===== config.mk =====
export PLATFORM = sky130hd
export DESIGN_NAME = settle_flow_ctrl
export DESIGN_NICKNAME = d
export VERILOG_FILES = /design/src/rtl/game_pkg.sv /design/src/rtl/edge_detect.sv /design/src/rtl/settle_flow_ctrl.sv
export SDC_FILE = /design/constraint.sdc
export NUM_CORES = 1
export LEC_CHECK = 0
export CAP_MARGIN = 10
export CORE_ASPECT_RATIO = 2
export CORE_MARGIN = 3
export CORE_UTILIZATION = 46
export CTS_BUF_LIST = sky130_fd_sc_hd__clkbuf_16
export DETAILED_ROUTE_END_ITERATION = 8
export PLACE_DENSITY_LB_ADDON = 0.15
export SYNTH_ARGS = -nofsm -noshare
export SYNTH_HDL_FRONTEND = slang
export SYNTH_SLANG_ARGS = --single-unit

===== constraint.sdc =====
create_clock -name clk -period 4.95 [get_ports clk]
set_clock_uncertainty 0.2 [all_clocks]
set_input_delay 0.99 -clock clk [delete_from_list [all_inputs] [get_ports clk]]
set_output_delay 0.99 -clock clk [all_outputs]
set_load 0.01 [all_outputs]

===== src/rtl/game_pkg.sv =====
// Game-flow state encodings shared by the flow controller, renderer and game logic.
// The encodings are fixed because the renderer decodes `state` directly.
package game_pkg;

  typedef logic [1:0] game_state_t;

  localparam game_state_t ST_MENU   = 2'b00;
  localparam game_state_t ST_PLAY   = 2'b01;
  localparam game_state_t ST_SETTLE = 2'b10;
  localparam game_state_t ST_PAUSE  = 2'b11;

endpackage


===== src/rtl/edge_detect.sv =====
// Rising-edge pulse generator with a configurable reset value for the delay register.
// A reset value of 1 suppresses a spurious edge from a level that is held through reset.
module edge_detect #(
  parameter logic RST_VAL = 1'b0
) (
  input  logic clk,
  input  logic rstn,
  input  logic d,
  output logic rise
);

  logic d_q;

  always_ff @(posedge clk or negedge rstn) begin
    if (!rstn) d_q <= RST_VAL;
    else       d_q <= d;
  end

  assign rise = d & ~d_q;

endmodule


===== src/rtl/settle_flow_ctrl.sv =====
// Game-flow controller: MENU/PLAY/PAUSE/SETTLE sequencing, settle hold and timeout,
// and latching of the final score and the best score.
module settle_flow_ctrl
  import game_pkg::*;
#(
  parameter int unsigned HOLD_FRAMES    = 60,
  parameter int unsigned TIMEOUT_FRAMES = 600,
  parameter int unsigned CNT_W          = 10,
  parameter int unsigned SCORE_W        = 16
) (
  input  logic               clk,
  input  logic               rstn,
  input  logic               frame_tick,
  input  logic               btn,
  input  logic               game_over,
  input  logic [SCORE_W-1:0] score,
  output logic [1:0]         state,
  output logic               state_enter,
  output logic [SCORE_W-1:0] settle_score,
  output logic [SCORE_W-1:0] best_score,
  output logic               new_record,
  output logic [CNT_W-1:0]   settle_frames
);

  localparam logic [CNT_W-1:0] HOLD_C     = CNT_W'(HOLD_FRAMES);
  localparam logic [CNT_W-1:0] TO_LAST_C  = CNT_W'(TIMEOUT_FRAMES - 1);

  game_state_t        state_q, state_d;
  logic               state_enter_q, state_enter_d;
  logic [SCORE_W-1:0] settle_score_q, settle_score_d;
  logic [SCORE_W-1:0] best_score_q, best_score_d;
  logic               new_record_q, new_record_d;
  logic [CNT_W-1:0]   settle_frames_q, settle_frames_d;

  logic press;
  logic hold_done;
  logic timeout;
  logic enter_settle;
  logic in_settle;

  edge_detect #(.RST_VAL(1'b1)) u_btn_edge (
    .clk  (clk),
    .rstn (rstn),
    .d    (btn),
    .rise (press)
  );

  assign in_settle = (state_q == ST_SETTLE);
  // Both are judged on the pre-increment count, so a press on the tick that reaches
  // HOLD_FRAMES is still too early.
  assign hold_done = (settle_frames_q >= HOLD_C);
  assign timeout   = frame_tick && (settle_frames_q == TO_LAST_C);

  always_comb begin
    state_d = state_q;
    case (state_q)
      ST_MENU:   if (press) state_d = ST_PLAY;
      ST_PLAY: begin
        if (game_over)  state_d = ST_SETTLE;
        else if (press) state_d = ST_PAUSE;
      end
      ST_PAUSE:  if (press) state_d = ST_PLAY;
      ST_SETTLE: if ((press && hold_done) || timeout) state_d = ST_MENU;
    endcase
  end

  assign enter_settle = (state_d == ST_SETTLE) && !in_settle;

  always_comb begin
    state_enter_d   = (state_d != state_q);
    settle_score_d  = settle_score_q;
    best_score_d    = best_score_q;
    new_record_d    = new_record_q;
    settle_frames_d = settle_frames_q;
    if (enter_settle) begin
      settle_frames_d = '0;
      settle_score_d  = score;
      new_record_d    = (score > best_score_q);
      if (score > best_score_q) best_score_d = score;
    end else if (in_settle) begin
      // The count freezes on the exit edge so the final value stays visible in MENU.
      if (state_d != ST_SETTLE) new_record_d = 1'b0;
      else if (frame_tick)      settle_frames_d = settle_frames_q + 1'b1;
    end
  end

  always_ff @(posedge clk or negedge rstn) begin
    if (!rstn) begin
      state_q         <= ST_MENU;
      state_enter_q   <= 1'b0;
      settle_score_q  <= '0;
      best_score_q    <= '0;
      new_record_q    <= 1'b0;
      settle_frames_q <= '0;
    end else begin
      state_q         <= state_d;
      state_enter_q   <= state_enter_d;
      settle_score_q  <= settle_score_d;
      best_score_q    <= best_score_d;
      new_record_q    <= new_record_d;
      settle_frames_q <= settle_frames_d;
    end
  end

  assign state         = state_q;
  assign state_enter   = state_enter_q;
  assign settle_score  = settle_score_q;
  assign best_score    = best_score_q;
  assign new_record    = new_record_q;
  assign settle_frames = settle_frames_q;

endmodule


### Word level (Yosys, flattened, before mapping)

Index checks and enable logic that the tools add are counted.

* word-level logic and storage cells: 45
* flip-flop bits (word level): 47
* bits of input ports: 21
* output and inout port bits: 46

* eq/ne operators: 8
* reduce and logical (&&, ||, !) cells: 13
* $lt $le $gt $ge: 2
* bitwise gates (word level): 2
* add/sub/neg operators: 1
* mux-type cells: 12

Operator list (count)
* 10-bit two-way mux: 4
* 16-bit greater-than comparator: 1
* 10-bit by 1-bit adder with 10-bit output, second input constant: 1
* 10-bit equality test, second input constant: 1
* 10-bit by 6-bit >= comparator with 1-bit output, second input constant: 1
* 2-bit two-way mux: 4
* 2-bit equality test, second input constant: 3
* 2-bit case mux with 3 select lines: 1
* 2-bit nonzero test: 3
* 2-bit inequality test, second input constant: 2
* 2-bit AND reduction: 2
* 1-bit logical AND: 3
* 1-bit two-way mux: 3
* 3-bit AND reduction: 1
* 2-bit by 1-bit equality test with 1-bit output, second input constant: 1
* 2-bit logical NOT: 1
* 2-bit inequality test: 1
* 2-bit OR reduction: 1
* 1-bit AND: 1
* 1-bit logical NOT: 1
* 1-bit logical OR: 1
* 1-bit inverter: 1

### Longest topological paths before layout

Gate-level depths: netlist (run 1).

* depth in word-level cells: 10
* gate-level depth with buffers: 13
* depth with buffers taken out: 12

### Hierarchy

From an unflattened synthesis (run 1), not the netlist that was laid out.

* cells, all modules: 248
* area total of the unflattened synthesis: 2706.3 um^2

By module, submodules not included
* settle_flow_ctrl: area each 2666.3 um^2, cells an instance 246, sequential area each 1151.1 um^2, instances 1
* edge_detect: area each 40.0 um^2, cells an instance 2, sequential area each 26.3 um^2, instances 1

### Least setup slack after synthesis (run 1)

Ideal clock, no wire load.

* path type: in2reg
* start point: input frame_tick
* end point: register best_score_q[10] (netlist: best_score[10])
* data arrival time: 3.128 ns
* library setup time: 0.125 ns
* cell stages on the path: 9
* required time: 4.625 ns
* slack: 1.498 ns
* path buffers: 1
* cell sequence: nand4b_1 -> or4_4 -> a31oi_4 -> o211a_4 -> ha_1 -> inv_1 -> a311oi_4 -> buf_4 -> mux2_2

* cells in the longest elaborated chain, start to end: 7

RTL lines
* start: declaration: RTL line settle_flow_ctrl.sv:13 `input logic frame_tick,`
* 1-bit logical AND: RTL line settle_flow_ctrl.sv:52 `assign timeout = frame_tick && (settle_frames_q == TO_LAST_C);`
* 1-bit logical OR: RTL line settle_flow_ctrl.sv:63 `ST_SETTLE: if ((press && hold_done) || timeout) state_d = ST_MENU;`
* 2-bit two-way mux: RTL line settle_flow_ctrl.sv:63
* 2-bit case mux with 3 select lines: RTL line settle_flow_ctrl.sv:56 `case (state_q)`
* 2-bit equality test: RTL line settle_flow_ctrl.sv:67 `assign enter_settle = (state_d == ST_SETTLE) && !in_settle;`
* 1-bit logical AND: RTL line settle_flow_ctrl.sv:67
* 2-bit AND reduction (no source line)
* end signal: assignment: RTL line settle_flow_ctrl.sv:99 `best_score_q <= best_score_d;`
* end: declaration: RTL line settle_flow_ctrl.sv:31 `logic [SCORE_W-1:0] best_score_q, best_score_d;`

Every way passes these cells.
A chain may end at the register's enable or synchronous reset.

### Worst setup path after layout (run 1)

* start point: input btn
* end point: register best_score_q[12] (netlist: best_score[12])

* cells in the longest elaborated chain, start to end: 8
* elaborated cells between the ends (all ways): 11
* classes of those cells: 1 x eq/ne; 5 x mux; 1 x bitwise; 4 x reduce/logical

RTL lines
* start: declaration: RTL line settle_flow_ctrl.sv:14 `input logic btn,`
* 1-bit AND (*): RTL line edge_detect.sv:19 `assign rise = d & ~d_q;`
* 1-bit logical AND: RTL line settle_flow_ctrl.sv:63
* 1-bit logical OR: RTL line settle_flow_ctrl.sv:63
* 2-bit two-way mux: RTL line settle_flow_ctrl.sv:63
* 2-bit case mux with 3 select lines (*): RTL line settle_flow_ctrl.sv:56
* 2-bit equality test (*): RTL line settle_flow_ctrl.sv:67
* 1-bit logical AND (*): RTL line settle_flow_ctrl.sv:67
* 2-bit AND reduction (no source line) (*)

Every way passes the cells marked *; elsewhere a longest branch is shown, timed or not.

==> results.cfg, run 1 <==
[die]
start_util_pct = 48.46
dieWidth_um = 59.90
rows = 38
die_area_mm2 = 0.006816
die_h_um = 113.8
coreArea_mm2 = 0.005515
io_pins = 67

[global_route]
grt_max_degree = 48
grt_pass1_wl_mm = 11.10
grt.overflow.total = 0
grt_util_all_layers_pct = 21.54
first_global_vias = 2345
antenna_found_initial = 0

[clocking]
cts_buffers = 5
cts.sinks = 47
h-tree-depth = 2
clk_latency_ns = 0.29
ctsRootBufferMaster = clkbuf_16
cts_hold_buf = 0
cts_buffer_depth = 2
cts_tree = done
cts_setup_buffers = 0
clk_pin_slew_worst_paths_ns = 0.06
cts_resized = 0

[final_layout]
area_delta_synth_final_pct = 33.94
fin_nets = 358
drive_gt1_share_pct = 18.67
diodes = 0

[drt]
wirelength_mm = 6.517
drtPass1Iterations = 4
route.detailed.drc = 0
viasPerCell = 5.891
first_iter_violations = 97
vias = 2215
post_drt_wl_per_cell_um = 17.33
final_antenna_net_count = 0

[run]
maxCapViolations = 0

[timing]
rsz0062_at_grt = false
finalCritPeriodShare_pct = 79.70
period_minus_slack_ns = 3.945
slew_headroom_pct = 59.88
hold_viol = 0
drv_slew = 0
holdWs_ns = 0.3085
finalSetupTns_ns = 0
tightest_slew_ns = 0.6018
finalSetupViolCount = 0
clock.fmax_mhz = 253.5

[worst_setup_path]
crit_path_start_kind = primary input
cp_slowest_cell = a311oi_4
rrSetupSlack_ns = 1.53
arrival_ns = 3.92
path_delay_family = compound AO/OA/AOI/OAI gates
path_cells = clkdlybuf4s50_1 -> nor2b_1 -> o41ai_4 -> a31oi_4 -> o211a_4 -> ha_1 -> inv_1 -> a311oi_4 -> buf_12 -> mux2_2
endpoint_kind = register
critical_path_class = primary input to register
worst-path-buf-inv = 3
cpPeakStageDelay_ns = 0.51
cp_max_fo = 10
worstPathRequired_ns = 4.92

[yosys]
synth_cells = 244
ys_warn_count = 0
syn_area_mm2 = 0.002673
synth_flop_cell = dfrtp_1
synthesis.area_per_instance_um2 = 10.95
yosysUniqueCellTypes = 49
synthArstFlopShare_pct = 100.0
synth_nets = 287
synth-seq-cells = 47
synth_edf_count = 0
ys_seq_area_share_pct = 44.05

[pwr]
peakVddDrop_v = 0.0005115
p_leak_nw = 1.557
power_density_mw_per_mm2 = 679.4

[hold_path]
hold_class = register to register

[placement]
place.gp.congestion = 1.010
io_buffers = 66
dp_hpwl_mm = 4.925

[status]
status = finished, final reports clean
-- layout make-up --
cell class / instances / area, um^2
multi-input combinational: 165 / 1369
clock inverter: 3 / 38.79
clock buffer: 5 / 125.1
sequential: 47 / 1177
inverter: 27 / 103.9
tap: 60 / 75.07
fill: 463 / 1936
timing repair buffer: 69 / 690.7
-- state kept, by name, indices dropped and copies added, names as in the netlist --
signal / flops
best_score: 16
new_record: 1
settle_frames: 10
settle_score: 16
state: 2
state_enter: 1
u_btn_edge.d_q: 1
-- synth_stat cells (4+ instances only) --
cell,instances,area [um^2]
a21oi_1,7,35.03
clkbuf_1,4,15.01
dfrtp_1,46,1151
ha_1,22,275.3
inv_1,26,97.59
mux2_2,33,371.6
nand2_1,19,71.32
nand3_1,9,45.04
nor2_1,11,41.29
nor3_1,8,40.04
o21ai_0,9,45.04
-- power breakdown --
group / switching, W / internal, W / total (W)
clock: 0.000140 / 0.000235 / 0.000376
sequential: 0.000169 / 0.000565 / 0.000735
combinational: 0.000609 / 0.000713 / 0.00132
total: 0.000918 / 0.00151 / 0.00243
-- metrics by stage --
stage,setup slack (ns),instances,util [%],area (um^2),total power (W)
2_1_floorplan,1.498,244,-,2673,0.001484
3_3_place_gp,0.7389,368,61.93,3416,0.002032
3_5_place_dp,0.6694,368,61.93,3416,0.002069
4_1_cts,0.9809,376,64.90,3580,0.002460
5_1_grt,0.7590,376,64.90,3580,0.002630
6_report,1.005,376,64.90,3580,0.002432
-- cell usage in the layout (no fill, tap or decap), drive strengths merged, types with 3 or more instances in the layout --
master and n:
clkdlybuf4s50 65, dfrtp 46, mux2 33, inv 27
ha 22, nand2 19, nor2 11, o21ai 10
nand3 9, nor3 8, a21oi 7, clkbuf 5
buf 4, nor2b 3, a22oi 3, and3 3
-- worst register-to-register path, stage by stage, from the launching register on --
cell,delay (ns)
dfrtp_1,0.42
ha_1,0.27
nand2_1,0.08
or4_4,0.57
a31oi_4,0.19
o211a_4,0.22
ha_1,0.17
inv_1,0.14
a311oi_4,0.52
buf_12,0.21
mux2_2,0.33
-- layer usage --
layer  routed length (um)  GRT usage, %  part of all wire (%)  vias up
li1                     -             -                     -     1023
met1                 2324         22.96                    36     1098
met2                 3685         38.51                    57       75
met3                  270         3.511                   4.1       19
met4                  237         11.24                   3.6        0
met5                    0             0                     0        -
-- logic make-up (layout without fill, tap and decap cells) --
| group | after synthesis | in the layout | share of synthesized area [%] |
|---|---|---|---|
| flip-flops | 47 | 47 | 44.05 |
| AND/OR/NAND/NOR | 66 | 66 | 12.83 |
| AO/OA/AOI/OAI | 44 | 44 | 14.19 |
| multiplexers | 33 | 33 | 13.90 |
| adder cells (fa/ha/maj) | 22 | 22 | 10.30 |
| buffers and inverters | 32 | 104 | 4.728 |
-- final timing paths --
path                                         startpoint                      endpoint  depth (start not counted)
max in group asynchronous                          rstn  settle_frames[7]$_DFFE_PN0P_                          2
setup / recovery                                    btn    best_score[12]$_DFFE_PN0P_                         10
setup reg to reg           settle_frames[0]$_DFFE_PN0P_    best_score[12]$_DFFE_PN0P_                         10
hold / removal             settle_score[13]$_DFFE_PN0N_  settle_score[13]$_DFFE_PN0N_                          1
min in group asynchronous                          rstn            state[1]$_DFF_PN0_                          2
hold reg to reg            settle_score[13]$_DFFE_PN0N_  settle_score[13]$_DFFE_PN0N_                          1
(Power assumes the default switching activity.)
==> run 2: changes to the inputs <==
--- a/config.mk
+++ b/config.mk
@@ -8,7 +8,7 @@
 export CAP_MARGIN = 10
 export CORE_ASPECT_RATIO = 2
 export CORE_MARGIN = 3
-export CORE_UTILIZATION = 46
+export CORE_UTILIZATION = 45
 export CTS_BUF_LIST = sky130_fd_sc_hd__clkbuf_16
 export DETAILED_ROUTE_END_ITERATION = 8
 export PLACE_DENSITY_LB_ADDON = 0.15
==> constraint.sdc (replaced) <==
create_clock -name clk -period 3.2 [get_ports clk]
set_clock_uncertainty 0.2 [all_clocks]
set_input_delay 0.64 -clock clk [delete_from_list [all_inputs] [get_ports clk]]
set_output_delay 0.64 -clock clk [all_outputs]
set_load 0.01 [all_outputs]
==> results.cfg, run 2 (synthesis gave the netlist of run 1 again) <==
[drt]
final_antenna_net_count = 0
drtPass1Iterations = 4
viasPerCell = 5.640
vias = 2222
post_drt_wl_per_cell_um = 16.46
first_iter_violations = 103
route.detailed.drc = 0
wirelength_mm = 6.485

[clocking]
cts_tree = done
h-tree-depth = 2
ctsRootBufferMaster = clkbuf_16
cts.sinks = 47
cts_buffer_depth = 2
clk_latency_ns = 0.29
clk_pin_slew_worst_paths_ns = 0.06
cts_buffers = 5
cts_setup_buffers = 0
cts_hold_buf = 0

[timing]
period_minus_slack_ns = 3.130
clock.fmax_mhz = 319.5
rsz0062_at_grt = true
drv_slew = 0
slew_headroom_pct = 63.30
finalSetupTns_ns = 0
tightest_slew_ns = 0.5505
hold_viol = 0
finalSetupViolCount = 0
finalCritPeriodShare_pct = 97.81
fin_ws_ns = 0.07003

[status]
status = finished, final reports clean

[die]
io_pins = 67
rows = 39
coreArea_mm2 = 0.005709
die_area_mm2 = 0.006956
dieWidth_um = 60.50
start_util_pct = 46.81
die_h_um = 115.0

[global_route]
grt.overflow.total = 0
antenna_found_initial = 0
grt_max_degree = 23
grt_pass1_wl_mm = 10.69
grt_util_all_layers_pct = 20.68
first_global_vias = 2364

[hold_path]
hold_class = primary input to asynchronous set/reset pin

[pwr]
total_power_w = 0.003846
p_leak_nw = 1.636
power_density_mw_per_mm2 = 1039
peakVddDrop_v = 0.0008078

[final_layout]
drive_gt1_share_pct = 23.12
fin_nets = 375
final_common_cell = clkdlybuf4s50_1
diodes = 0
final_cell_mix = 65 x clkdlybuf4s50_1, 46 x dfrtp_1, 33 x mux2_2, 26 x inv_1, 22 x ha_1
area_delta_synth_final_pct = 38.48

[run]
maxCapViolations = 0

[worst_setup_path]
endpoint_kind = register
cp_max_fo = 7
critical_path_class = primary input to register
worstPathRequired_ns = 3.23
crit_path_start_kind = primary input
arrival_ns = 3.16

[placement]
pre_cts_ws_ns = -0.2114
io_buffers = 66
dp_hpwl_mm = 5.102
place.gp.congestion = 0.8854
[run 2: cell count changes in the layout (fill, tap and decap cells not counted)]
cell    before  now
buf_12       1    0
buf_4        2   20
nor3_1       8    7
nor3_2       0    1
[run 2: repair_timing]
item,in CTS,in global routing
resized for setup,0,1
hold endpoints to repair,0,0
endpoints found under the setup margin,0,17
[run 2: path summary, 6_finish.rpt]
check                                                  start                      endpoint  slack, ns  depth (start not counted)
worst max register to register  settle_frames[0]$_DFFE_PN0P_  settle_frames[6]$_DFFE_PN0P_       0.15                         12
worst min register to register   settle_score[6]$_DFFE_PN0N_   settle_score[6]$_DFFE_PN0N_       0.31                          1
max in group asynchronous                               rstn    best_score[13]$_DFFE_PN0P_       2.05                          2
min in group clk                 settle_score[6]$_DFFE_PN0N_   settle_score[6]$_DFFE_PN0N_       0.31                          1
worst max-delay path                              frame_tick  settle_frames[6]$_DFFE_PN0P_       0.07                         12
worst min-delay path                                    rstn  settle_score[10]$_DFFE_PN0N_       0.12                          1
[run 2: final cells by class]
cell class	count	area, um^2
fillers	502	2008
multi-input cells	165	1374
flip-flops and latches	47	1177
repair buffers	86	805.8
clock buffers	5	125.1
inverters	27	103.9
well taps	61	76.32
clock inverters	3	38.79
[run 2: critical path, cell delays in order]
cell	delay, ns
clkdlybuf4s50_1	0.48
nand4b_1	0.10
or4_4	0.47
a31oi_4	0.17
o211a_4	0.18
buf_4	0.11
inv_4	0.03
ha_1	0.17
or2_2	0.38
nor4_1	0.25
a222oi_1	0.10
nand2_1	0.08
[run 2: power by group]
group / switching (W) / internal, W
clock network: 0.000216 / 0.000364
logic: 0.000960 / 0.00119
registers: 0.000242 / 0.000875
[run 2: per-stage QoR]
| stage | area [um^2] | util, % | std cells | hold slack (ns) |
|---|---|---|---|---|
| 3_5_place_dp | 3532 | 61.87 | 386 | 0.2951 |
| 2_1_floorplan | 2673 | - | 244 | 0.1444 |
| 4_1_cts | 3696 | 64.74 | 394 | 0.1326 |
| 6_report | 3701 | 64.83 | 394 | 0.1229 |
| 3_3_place_gp | 3532 | 61.87 | 386 | 0.2896 |
| 5_1_grt | 3701 | 64.83 | 394 | 0.1592 |
[run 2: metal layers]
layer	share of wire [%]	track usage (%)	wire length (um)	vias to the layer above
met5	0	0	0	-
met4	3.8	10.85	249	0
met3	4.1	4.045	264	22
met2	57	38.01	3681	68
met1	35	20.83	2289	1075
li1	-	-	-	1057
==> run 3: changes to the inputs <==
--- a/config.mk
+++ b/config.mk
@@ -9,7 +9,6 @@
 export CORE_ASPECT_RATIO = 2
 export CORE_MARGIN = 3
 export CORE_UTILIZATION = 45
-export CTS_BUF_LIST = sky130_fd_sc_hd__clkbuf_16
 export DETAILED_ROUTE_END_ITERATION = 8
 export PLACE_DENSITY_LB_ADDON = 0.15
 export SYNTH_ARGS = -nofsm -noshare
==> results.cfg, run 3 (synthesis gave the netlist of run 1 again) <==
[timing]
period_minus_slack_ns = 3.141
finalCritPeriodShare_pct = 98.16
clock.fmax_mhz = 318.4
hold_viol = 0
finalSetupViolCount = 0
tightest_slew_ns = 0.5504
drv_slew = 0
finalSetupTns_ns = 0
rsz0062_at_grt = true
slew_headroom_pct = 63.30

[clocking]
h-tree-depth = 2
cts_buffers = 5
clk_latency_ns = 0.29
cts_setup_buffers = 0
cts_resized = 0
cts.sinks = 47
ctsRootBufferMaster = clkbuf_16
cts_hold_buf = 0
clk_pin_slew_worst_paths_ns = 0.06
cts_buffer_depth = 2
cts_tree = done

[worst_setup_path]
crit_path_start_kind = primary input
reg2reg_depth = 12
arrival_ns = 3.17
critical_path_class = primary input to register
rrSetupSlack_ns = 0.13
cp_max_fo = 7
endpoint_kind = register
worstPathRequired_ns = 3.23

[global_route]
grt_pass1_wl_mm = 10.74
first_global_vias = 2373
grt_util_all_layers_pct = 20.79
grt_max_degree = 23
antenna_found_initial = 0
grt.overflow.total = 0

[final_layout]
num-fill-cells = 503
drive_gt1_share_pct = 23.42
fin_util_pct = 65.00
final_cell_mix = 65 x clkdlybuf4s50_1, 46 x dfrtp_1, 33 x mux2_2, 26 x inv_1, 22 x ha_1
diodes = 0
seq_area_mm2 = 0.001177
multiInputGateArea_mm2 = 0.001374
area_delta_synth_final_pct = 38.86
fin_cells = 394
final_area_mm2 = 0.003711
final_common_cell = clkdlybuf4s50_1
fin_nets = 375

[drt]
first_iter_violations = 100
viasPerCell = 5.657
post_drt_wl_per_cell_um = 16.62
route.detailed.drc = 0
final_antenna_net_count = 0
wirelength_mm = 6.548
vias = 2229
drtPass1Iterations = 4

[placement]
dp_hpwl_mm = 5.102
io_buffers = 66
place.gp.congestion = 0.8854
dp.cells = 386
dpl_cell_area_mm2 = 0.003532

[pwr]
power_density_mw_per_mm2 = 1045
peakVddDrop_v = 0.0008317
p_leak_nw = 1.641
total_power_w = 0.003877

[status]
status = finished, final reports clean

[die]
die_area_mm2 = 0.006956
die_h_um = 115.0
start_util_pct = 46.81
rows = 39
coreArea_mm2 = 0.005709
dieWidth_um = 60.50
io_pins = 67

[run]
maxCapViolations = 0

[hold_path]
hold_class = primary input to asynchronous set/reset pin
-- run 3: cell types whose count changed in the layout (fill, tap and decap cells not counted), sizes merged --
cell	change
clkbuf	+1
clkinv	-1
-- run 3: power breakdown --
part	internal (W)	total, W	switching (W)
sequential	0.000875	0.00112	0.000242
clock	0.000388	0.000606	0.000217
combinational	0.00119	0.00215	0.000965
-- run 3: worst max-delay path, stage by stage --
cell,delay (ns)
clkdlybuf4s50_1,0.48
nand4b_1,0.10
or4_4,0.47
a31oi_4,0.17
o211a_4,0.18
buf_4,0.11
inv_4,0.03
ha_1,0.17
or2_2,0.38
nor4_1,0.25
a222oi_1,0.11
nand2_1,0.09
-- run 3: worst paths after layout --
kind | to | start
min in group clk | settle_score[6]$_DFFE_PN0N_ | settle_score[6]$_DFFE_PN0N_
setup reg to reg | settle_frames[6]$_DFFE_PN0P_ | settle_frames[0]$_DFFE_PN0P_
hold reg to reg | settle_score[6]$_DFFE_PN0N_ | settle_score[6]$_DFFE_PN0N_
max in group asynchronous | best_score[13]$_DFFE_PN0P_ | rstn
hold / removal | settle_score[10]$_DFFE_PN0N_ | rstn
setup / recovery | settle_frames[6]$_DFFE_PN0P_ | frame_tick
-- run 3: per-stage QoR --
stage	hold slack, ns	setup WS [ns]
floorplan	0.1444	0.03214
global placement	0.2896	-0.1628
detailed placement	0.2951	-0.2114
CTS	0.1320	0.08834
global route	0.1578	-0.03170
finish	0.1221	0.05895
-- run 3: cell type report --
type	instances	area share [%]
Clock buffer	6	3.742
Clock inverter	2	0.9440
Inverter	27	2.798
Multi-Input combinational cell	165	37.02
Sequential cell	47	31.73
Tap cell	61	2.057
Timing Repair Buffer	86	21.71
-- run 3: layer usage --
layer  vias to the layer above  share of wire, %  global-route usage (%)
met5                         -                 0                       0
met4                         0               3.9                   10.85
met3                        26               4.2                   4.045
met2                        74                57                   38.37
met1                      1072                35                   20.83
li1                       1057                 -                       -
